## src/rtl/fir_output_requantizer.sv

```systemverilog
// fir_output_requantizer
//   Output stage of the FIR filter. Accepts the 40-bit signed full-precision
//   result stream (no backpressure upstream). Each sample is rounded half toward
//   +inf and arithmetically shifted right by SHIFT, then saturated to 16-bit
//   signed. The result is buffered in a DEPTH-entry FIFO behind a valid/ready
//   interface. The path is two register stages followed by the FIFO write, so a
//   sample appears at the FIFO head 3 cycles after its in_valid.
//
// Ports
//   clk, rst_n     clock, asynchronous active-low reset
//   in_valid       in_data carries a sample this cycle (cannot be stalled)
//   in_data[39:0]  signed filter output
//   clr_flags      synchronous clear of sat_flag, ovf_flag and drop_cnt
//   out_data[15:0] signed requantized sample at the FIFO head
//   out_valid      FIFO non-empty
//   out_ready      sink takes out_data when out_valid & out_ready
//   sat_flag       sticky: a sample was clipped
//   ovf_flag       sticky: a sample was dropped because the FIFO was full
//   drop_cnt       number of dropped samples, saturating at 0xFFFF
//   fill_level     current FIFO occupancy
module fir_output_requantizer #(
  parameter int SHIFT = 15,
  parameter int DEPTH = 8
) (
  input  logic                     clk,
  input  logic                     rst_n,
  input  logic                     in_valid,
  input  logic [39:0]              in_data,
  input  logic                     clr_flags,
  output logic [15:0]              out_data,
  output logic                     out_valid,
  input  logic                     out_ready,
  output logic                     sat_flag,
  output logic                     ovf_flag,
  output logic [15:0]              drop_cnt,
  output logic [$clog2(DEPTH):0]   fill_level
);

  localparam int AW = $clog2(DEPTH);
  localparam int FW = AW + 1;
  // Rounding constant 2^(SHIFT-1), or 0 when SHIFT is 0.
  localparam logic [40:0] RND_U = (41'd1 << SHIFT) >> 1;
  localparam logic signed [40:0] QMAX = 41'sd32767;
  localparam logic signed [40:0] QMIN = -41'sd32768;
  localparam logic [FW-1:0] FILL_FULL = FW'(DEPTH);
  localparam logic [FW-1:0] FILL_ZERO = FW'(0);
  localparam logic [FW-1:0] FILL_ONE  = FW'(1);
  localparam logic [AW-1:0] PTR_ONE   = AW'(1);

  // Stage 1 / stage 2 pipeline registers.
  logic               s1_valid_q, s1_valid_d;
  logic signed [40:0] s1_data_q,  s1_data_d;
  logic               s2_valid_q, s2_valid_d;
  logic [15:0]        s2_data_q,  s2_data_d;
  logic               s2_sat_q,   s2_sat_d;

  // FIFO state and sticky status.
  logic [15:0]        mem_q [DEPTH];
  logic [AW-1:0]      wr_ptr_q, wr_ptr_d;
  logic [AW-1:0]      rd_ptr_q, rd_ptr_d;
  logic [FW-1:0]      fill_q,   fill_d;
  logic               sat_q,    sat_d;
  logic               ovf_q,    ovf_d;
  logic [15:0]        drop_q,   drop_d;

  logic               full_s, empty_s, pop_s, wr_ok_s, drop_s;
  logic signed [40:0] sum_s;

  // Stage 1: sign-extend to 41 bits so the rounding add can never wrap.
  always_comb begin
    sum_s      = $signed({in_data[39], in_data}) + $signed(RND_U);
    s1_data_d  = sum_s >>> SHIFT;
    s1_valid_d = in_valid;
  end

  // Stage 2: clamp to the 16-bit signed range and remember whether we clipped.
  always_comb begin
    s2_valid_d = s1_valid_q;
    if (s1_data_q > QMAX) begin
      s2_data_d = 16'h7FFF;
      s2_sat_d  = 1'b1;
    end else if (s1_data_q < QMIN) begin
      s2_data_d = 16'h8000;
      s2_sat_d  = 1'b1;
    end else begin
      s2_data_d = s1_data_q[15:0];
      s2_sat_d  = 1'b0;
    end
  end

  // FIFO control: a pop in the same cycle frees a slot for a write into a full FIFO.
  always_comb begin
    full_s   = (fill_q == FILL_FULL);
    empty_s  = (fill_q == FILL_ZERO);
    pop_s    = !empty_s && out_ready;
    wr_ok_s  = s2_valid_q && (!full_s || pop_s);
    drop_s   = s2_valid_q && full_s && !pop_s;
    wr_ptr_d = wr_ok_s ? (wr_ptr_q + PTR_ONE) : wr_ptr_q;
    rd_ptr_d = pop_s ? (rd_ptr_q + PTR_ONE) : rd_ptr_q;
    case ({wr_ok_s, pop_s})
      2'b10:   fill_d = fill_q + FILL_ONE;
      2'b01:   fill_d = fill_q - FILL_ONE;
      default: fill_d = fill_q;
    endcase
  end

  // Sticky status: a set event in the same cycle as clr_flags takes priority.
  always_comb begin
    if (s2_valid_q && s2_sat_q) begin
      sat_d = 1'b1;
    end else if (clr_flags) begin
      sat_d = 1'b0;
    end else begin
      sat_d = sat_q;
    end
    if (drop_s) begin
      ovf_d = 1'b1;
    end else if (clr_flags) begin
      ovf_d = 1'b0;
    end else begin
      ovf_d = ovf_q;
    end
    if (drop_s) begin
      if (clr_flags) begin
        drop_d = 16'd1;
      end else if (drop_q == 16'hFFFF) begin
        drop_d = drop_q;
      end else begin
        drop_d = drop_q + 16'd1;
      end
    end else if (clr_flags) begin
      drop_d = 16'd0;
    end else begin
      drop_d = drop_q;
    end
  end

  // Pipeline registers.
  always_ff @(posedge clk or negedge rst_n) begin
    if (!rst_n) begin
      s1_valid_q <= 1'b0;
      s1_data_q  <= 41'sd0;
      s2_valid_q <= 1'b0;
      s2_data_q  <= 16'd0;
      s2_sat_q   <= 1'b0;
    end else begin
      s1_valid_q <= s1_valid_d;
      s1_data_q  <= s1_data_d;
      s2_valid_q <= s2_valid_d;
      s2_data_q  <= s2_data_d;
      s2_sat_q   <= s2_sat_d;
    end
  end

  // FIFO storage; cleared on reset so out_data reads 0 while empty after reset.
  always_ff @(posedge clk or negedge rst_n) begin
    if (!rst_n) begin
      for (int i = 0; i < DEPTH; i++) begin
        mem_q[i] <= 16'd0;
      end
    end else if (wr_ok_s) begin
      mem_q[wr_ptr_q] <= s2_data_q;
    end
  end

  // FIFO pointers, occupancy and sticky status registers.
  always_ff @(posedge clk or negedge rst_n) begin
    if (!rst_n) begin
      wr_ptr_q <= '0;
      rd_ptr_q <= '0;
      fill_q   <= FILL_ZERO;
      sat_q    <= 1'b0;
      ovf_q    <= 1'b0;
      drop_q   <= 16'd0;
    end else begin
      wr_ptr_q <= wr_ptr_d;
      rd_ptr_q <= rd_ptr_d;
      fill_q   <= fill_d;
      sat_q    <= sat_d;
      ovf_q    <= ovf_d;
      drop_q   <= drop_d;
    end
  end

  assign out_data   = mem_q[rd_ptr_q];
  assign out_valid  = !empty_s;
  assign sat_flag   = sat_q;
  assign ovf_flag   = ovf_q;
  assign drop_cnt   = drop_q;
  assign fill_level = fill_q;

endmodule

```

## config.mk

```make
export PLATFORM = sky130hd
export DESIGN_NAME = fir_output_requantizer
export DESIGN_NICKNAME = d
export VERILOG_FILES = /design/src/rtl/fir_output_requantizer.sv
export SDC_FILE = /design/constraint.sdc
export NUM_CORES = 1
export LEC_CHECK = 0
export BUFFER_PORTS_ARGS = -buffer_cell sky130_fd_sc_hd__buf_2
export CORE_UTILIZATION = 45
export CTS_CLUSTER_DIAMETER = 50
export CTS_CLUSTER_SIZE = 10
export DETAILED_ROUTE_END_ITERATION = 16
export GPL_ROUTABILITY_DRIVEN = 0
export HOLD_SLACK_MARGIN = 0.15
export SKIP_LAST_GASP = 1
export SLEW_MARGIN = 20
export SYNTH_ARGS = -nofsm -noshare
export SYNTH_HDL_FRONTEND = slang
export SYNTH_SLANG_ARGS = --single-unit
```

## constraint.sdc

```tcl
create_clock -name clk -period 3.4 [get_ports clk]
set_input_delay 0.68 -clock clk [delete_from_list [all_inputs] [get_ports clk]]
set_output_delay 0.68 -clock clk [all_outputs]
set_load 0.1 [all_outputs]
```

==> results of run 1 <==
==> worst paths after layout <==
check / from / end / slack, ns
setup / recovery: rd_ptr_q[0] / out_data[4] / 0.23
hold / removal: rst_n / drop_cnt[14] / 0.15
setup reg to reg: fill_level[1] / fill_level[2] / 0.79
hold reg to reg: s1_valid_q / s2_valid_q / 0.36
max in group asynchronous: rst_n / mem_q[37] / 2.36
min in group clk: in_valid / s1_valid_q / 0.27
==> placed cells by master, fill, tap and decap left out, types with 7 or more instances in the layout <==
cell type / synthesis / layout
dfrtp_1: 201 / 200
mux2_2: 152 / 152
buf_2: 8 / 68
mux4_2: 32 / 32
clkbuf_16: 0 / 27
xnor2_1: 24 / 24
nand2_1: 23 / 23
o21a_1: 17 / 17
nand3_1: 15 / 15
buf_4: 1 / 14
nand4_1: 13 / 13
nor2_1: 13 / 13
and4_1: 9 / 9
xor2_1: 9 / 9
and3_1: 8 / 8
nor2b_1: 7 / 7
ha_1: 7 / 7
==> layer usage <==
layer	global-route usage	routed length [µm]	vias up	share of wire
li1	-	-	2521	-
met5	0	0	-	0
met1	0.2547	8475	2828	0.44
met2	0.3406	9627	101	0.50
met4	0.06537	390	0	0.020
met3	0.03126	651	29	0.034
==> kinds of logic (layout without fill, tap and decap cells) <==
| group | after synthesis | count (layout) | synth area share |
|---|---|---|---|
| xor+xnor | 33 | 33 | 0.03152 |
| fa+ha+maj | 7 | 7 | 0.009551 |
| flops | 201 | 201 | 0.5485 |
| mux | 186 | 186 | 0.2676 |
| buf+inv | 40 | 134 | 0.02060 |
| compound gates | 50 | 50 | 0.03984 |
| simple gates | 120 | 120 | 0.08241 |
==> cell type report <==
class | count | area, µm² | area share
multi-input combinational | 396 | 3956 | 0.3707
inverter | 6 | 25.02 | 0.002345
sequential | 201 | 5031 | 0.4714
tap | 265 | 331.6 | 0.03107
clock buffer | 34 | 732.0 | 0.06858
clock inverter | 8 | 77.57 | 0.007268
timing repair buffer | 86 | 519.2 | 0.04865
==> state kept, by name (all words and copies together), names as in the netlist <==
signal      count
s2_data_q      16
s2_sat_q        1
fill_level      4
rd_ptr_q        3
sat_flag        1
wr_ptr_q        3
s1_valid_q      1
mem_q         128
s1_data_q      26
drop_cnt       16
s2_valid_q      1
ovf_flag        1
==> critical path: stages (launching register included) <==
cell	delay [ns]
dfrtp_2	0.58
buf_4	0.26
mux4_2	0.52
mux2_2	0.30
buf_2	0.30
==> power groups by stage <==
stage	registers [mW]	clock network, mW	logic, mW
after floorplan	3.76	0	3.95
after global placement	3.73	0	4.76
after detailed placement	3.82	0	4.84
after CTS	3.78	2.62	4.85
after global routing	3.90	2.73	5.05
final	3.78	2.56	4.78
==> impl_results.md, run 1 <==
* Status: complete, no violations
* Crit path time final at 3.167 ns
* Overall routed net length at 19140 µm
* Worst slew pin tran at 0.7425 ns
* Layout Skew at 0.01339 ns
* Drt via density at 5.501
* Count of final hold-check violations at 0
* Primary FF master, synth: dfrtp_1
* Unrepaired setup endpoints after global routing: false
* Layout cell share with drive strength beyond 1 at 0.4391
* CTS sink count at 201
* Total chip power at 11.12 mW
* Number of iterations in the first detailed-routing pass at 4
* Post-synthesis sequential area ratio at 0.5485
* Crit Path Max Fanout at 10
* Clock root buffer: clkbuf_16
* Post-synthesis average cell area at 14.40 µm²
* P_leak at 4.717 nW
* DR DRC count at 0
* Async set or reset register ratio after synthesis at 1.000
* Top post-synthesis cells by area: dfrtp_1 55%, mux2_2 19%, mux4_2 7.9%
* Number of synthesized flops with an enable pin at 0
* Slew Viols, Final at 0
* H-tree Lvls at 1
* Die area at 20950 µm²
* Area Overhead vs Synth at 16.39%
* Hold WS at 0.1479 ns
* Sw Pwr at 4.508 mW
* Max-Cap Viols at 0
* Initial Util at 0.4651
* Vias in the first global route at 5901
* Switching Share at 0.4055
* Worst min path class: in -> async
* Largest net degree at the start of global routing at 75
* Final ANT Viol Nets at 0
* DP Worst Slack at 0.7138 ns
* Post-Synthesis Cells at 637
* Power Density at 1042 nW/µm²
* Final worst-path setup slack at 0.2329 ns
* Die Ht at 144.8 µm
* Clock Pin Slew Worst Setup and Hold Paths at 0.05 ns
* Core Area at 19720 µm²
* Grt ovf at 0
* TritonCTS clock tree: yes
* Syn Nets at 689
* Synthesized cell area at 9170 µm²
* Clock Tree Buf Depth at 3
* Critical path startpoint category: flip-flop
* Vias at 5479
* # hold bufs at CTS at 0
* CTS buffer count at 27
* Initial antenna violation count at 0
* Most common cell in the netlist: dfrtp_1
* Drt wl/cell at 19.22 µm
* Final net count at 770
* Final Non-Filler Cells at 996
* Critical Path AT at 2.49 ns
* Final setup vio count at 0
* DIE WIDTH at 144.8 µm
* Logic pwr share at 0.430
* Gates resized, CTS repair at 0
* Post-synth top area share at 0.5485
* Filler instances at 1644
* IO buf count at 69
* N_diodes at 0
* Placed instance area at 9863 µm²
* Flops & latches, synth at 201
* Kind of critical path: reg -> out
* Final non-filler cell area at 10670 µm²
* First-pass GRT wire length at 31620 µm
* Worst-Skew Late Latency at 0.53 ns
* Netlist cell types at 54
* Sequential share of power at 0.340
* # IOs at 84
* DP HPWL at 12630 µm
* Clk network pwr share at 0.230
* Cell row count at 51
* Synth warn at 0
* Postcts setup bufs at 0
* Worst R2R Path Depth at 10
* Final period util at 0.9315
* Synth cell count leaders: 201 x dfrtp_1, 152 x mux2_2, 32 x mux4_2, 24 x xnor2_1, 23 x nand2_1
* GRT Util Overall at 0.1978
* Dpl cells at 954
* Slew HR at 0.5012
* 1st-iter DRT viols at 172
* Total negative slack at 0 ns
* CP required at 2.72 ns
* Yosys top cell by area: dfrtp_1
* CP endpoint kind: output port
* Int Power at 6.610 mW
* VDD IR max at 776.7 µV
* Highest clock rate at 315.7 MHz
* Final core occ at 0.5413
No activity file was read; power rests on OpenSTA's default activity.
==> run 2: changes to the inputs <==
--- a/config.mk
+++ b/config.mk
@@ -12,8 +12,9 @@
 export DETAILED_ROUTE_END_ITERATION = 16
 export GPL_ROUTABILITY_DRIVEN = 0
 export HOLD_SLACK_MARGIN = 0.15
+export PLACE_DENSITY = 0.66
 export SKIP_LAST_GASP = 1
-export SLEW_MARGIN = 20
+export SLEW_MARGIN = 10
 export SYNTH_ARGS = -nofsm -noshare
 export SYNTH_HDL_FRONTEND = slang
 export SYNTH_SLANG_ARGS = --single-unit
==> constraint.sdc (replaced) <==
create_clock -name clk -period 2.9 [get_ports clk]
set_input_delay 0.435 -clock clk [delete_from_list [all_inputs] [get_ports clk]]
set_output_delay 0.435 -clock clk [all_outputs]
set_load 0.1 [all_outputs]
==> impl_results.md, run 2 (same netlist as run 1, synthesis figures left out) <==
* Final net count at 793 (+3.0%)
* Drt wl/cell at 18.50 µm (-3.7%)
* Hold WS at 0.1681 ns (+0.02019 ns)
* Postcts setup bufs at 0 (unchanged)
* Cell row count at 51 (unchanged)
* # IOs at 84 (unchanged)
* VDD IR max at 1269 µV (+63%)
* Worst slew pin tran at 0.7951 ns (+0.05253 ns)
* Crit path time final at 2.727 ns
* Bufs and invs on worst path at 2 (unchanged)
* Critical Path AT at 2.29 ns (-0.20 ns)
* DP Worst Slack at 0.3381 ns (-0.3756 ns)
* Vias in the first global route at 5807 (-1.6%)
* Initial Util at 0.4651 (unchanged)
* Final Non-Filler Cells at 1011 (+1.5%)
* Commonest cells after routing, fill and taps aside: 199 x dfrtp_1, 152 x mux2_2, 68 x buf_2
* Initial antenna violation count at 0 (unchanged)
* Worst min path class: in -> reg
* Area occupied by multi-input gates at 3956 µm² (unchanged)
* Number of iterations in the first detailed-routing pass at 4 (unchanged)
* N_diodes at 0 (unchanged)
* Final core occ at 0.5472 (+0.005965)
* Largest register FFs at 128 (unchanged)
* Layout Skew at 0.009891 ns (-0.003494 ns)
* Clock Tree Buf Depth at 3 (unchanged)
* Unrepaired setup endpoints after global routing: false
* Clock Pin Slew Worst Setup and Hold Paths at 0.05 ns (about the same)
* CP endpoint kind: output port
* Layout cell share with drive strength beyond 1 at 0.4290 (-0.01017)
* Most common cell after layout, fill and taps aside: dfrtp_1
* Total negative slack at 0 ns (unchanged)
* Worst-Skew Late Latency at 0.51 ns (-0.02 ns)
* DP HPWL at 12180 µm (-3.6%)
* Dpl cells at 959 (+0.52%)
* DIE WIDTH at 144.8 µm (unchanged)
* Final worst-path setup slack at 0.1731 ns (-0.05975 ns)
* Filler instances at 1604 (-2.4%)
* Clock root buffer: clkbuf_16
* Critical path startpoint category: flip-flop
* Sw Pwr at 5.214 mW (+16%)
* DR DRC count at 0 (unchanged)
* Die area at 20950 µm² (unchanged)
* Final setup vio count at 0 (unchanged)
* Power Density at 1180 nW/µm² (+13%)
* Slowest stage delay, CP at 0.55 ns (-0.03 ns)
* Status: complete, no violations
* Count of final hold-check violations at 0 (unchanged)
* Cell Chain, Critical Path: buf_4 -> mux4_2 -> mux2_2 -> buf_2
* Register Area at 5032 µm² (about the same)
* 1st-iter DRT viols at 215 (+25%)
* Top delay family on crit path: multiplexers
* Critical path's slowest cell: mux4_2
* Max-Cap Viols at 0 (unchanged)
* Reg with most FFs: mem_q
* Grt ovf at 0 (unchanged)
* Final ANT Viol Nets at 0 (unchanged)
* Sequential share of power at 0.344 (+0.004)
* CP required at 2.47 ns (-0.25 ns)
* IO buf count at 69 (unchanged)
* Slew Viols, Final at 0 (unchanged)
* Final period util at 0.9403
* Largest net degree at the start of global routing at 83 (+11%)
* Slew HR at 0.4659 (-0.03529)
* Int Power at 7.519 mW (+14%)
* Crit Path Max Fanout at 12 (+2)
* Kind of critical path: reg -> out
* Logic pwr share at 0.449 (+0.019)
* Drt via density at 5.555 (+0.98%)
* Area Overhead vs Synth at 17.67%
* Die Ht at 144.8 µm (unchanged)
* Vias at 5616 (+2.5%)
* GRT Util Overall at 0.1874 (-0.01043)
* H-tree Lvls at 1 (unchanged)
* CTS sink count at 201 (unchanged)
* Clk network pwr share at 0.206 (-0.024)
* TritonCTS clock tree: yes
* Overall routed net length at 18710 µm (-2.3%)
* Largest registers: mem_q (128), s1_data_q (26)
* Highest clock rate at 366.7 MHz
* Switching Share at 0.4095 (+0.004001)
* P_leak at 4.772 nW (+1.2%)
* Core Area at 19720 µm² (unchanged)
* CTS buffer count at 25 (-7.4%)
* First-pass GRT wire length at 29970 µm (-5.2%)
==> run 2: cell types whose count changed in the layout (fill, tap and decap cells not counted), sizes merged <==
cell	delta
dlygate4sd3	+20
clkbuf	-7
buf	+5
clkinvlp	-2
bufinv	-1
clkinv	-1
inv	+1
==> run 2: worst paths after layout <==
kind | start | endpoint | slack, ns | depth (start not counted)
hold / removal | in_data[31] | s1_data_q[16] | 0.17 | 2
min in group asynchronous | rst_n | drop_cnt[7] | 0.52 | 2
setup reg to reg | fill_level[2] | fill_level[2] | 0.34 | 10
hold reg to reg | s1_valid_q | s2_valid_q | 0.35 | 0
setup / recovery | rd_ptr_q[0] | out_data[4] | 0.17 | 4
max in group asynchronous | rst_n | s1_data_q[20] | 1.56 | 3
==> run 2: final cells by class <==
cell class	instances	share of cell area
flip-flops and latches	201	0.4664
clock buffers	27	0.05960
multi-input cells	396	0.3667
well taps	265	0.03073
repair buffers	111	0.07131
clock inverters	5	0.003015
inverters	6	0.002319
==> run 2: metal layers <==
metal / wire length [µm] / vias to the layer above / track usage
met5: 0 / - / 0
met1: 8367 / 2922 / 0.2463
met2: 9396 / 102 / 0.3254
met3: 668 / 24 / 0.02764
met4: 275 / 0 / 0.04765
li1: - / 2568 / -
==> run 2: repair_timing <==
item,CTS,global route
hold buffers,20,0
hold endpoints to repair,96,0
resized for setup,0,0
==> run 2: worst register-to-register path, stage by stage, from the launching register on <==
cell	delay, ns
dfrtp_1	0.44
or3_1	0.41
o21a_1	0.35
inv_4	0.19
ha_1	0.26
xor2_1	0.09
ha_1	0.18
a21oi_1	0.15
xor2_1	0.16
nor2_1	0.07
xor2_1	0.14
==> run 2: through the flow <==
stage	total power, mW	area (µm²)
6_report	12.73	10790
3_3_place_gp	9.982	9915
3_5_place_dp	10.19	9915
2_1_floorplan	9.031	9171
5_1_grt	13.34	10790
4_1_cts	12.88	10790
==> run 2: power by group through the flow <==
stage	logic [mW]	registers, mW	clock network [mW]
detailed placement	5.75	4.43	0
floorplan	4.63	4.41	0
global route	6.02	4.51	2.82
finish	5.72	4.39	2.63
global placement	5.65	4.33	0
CTS	5.79	4.39	2.70
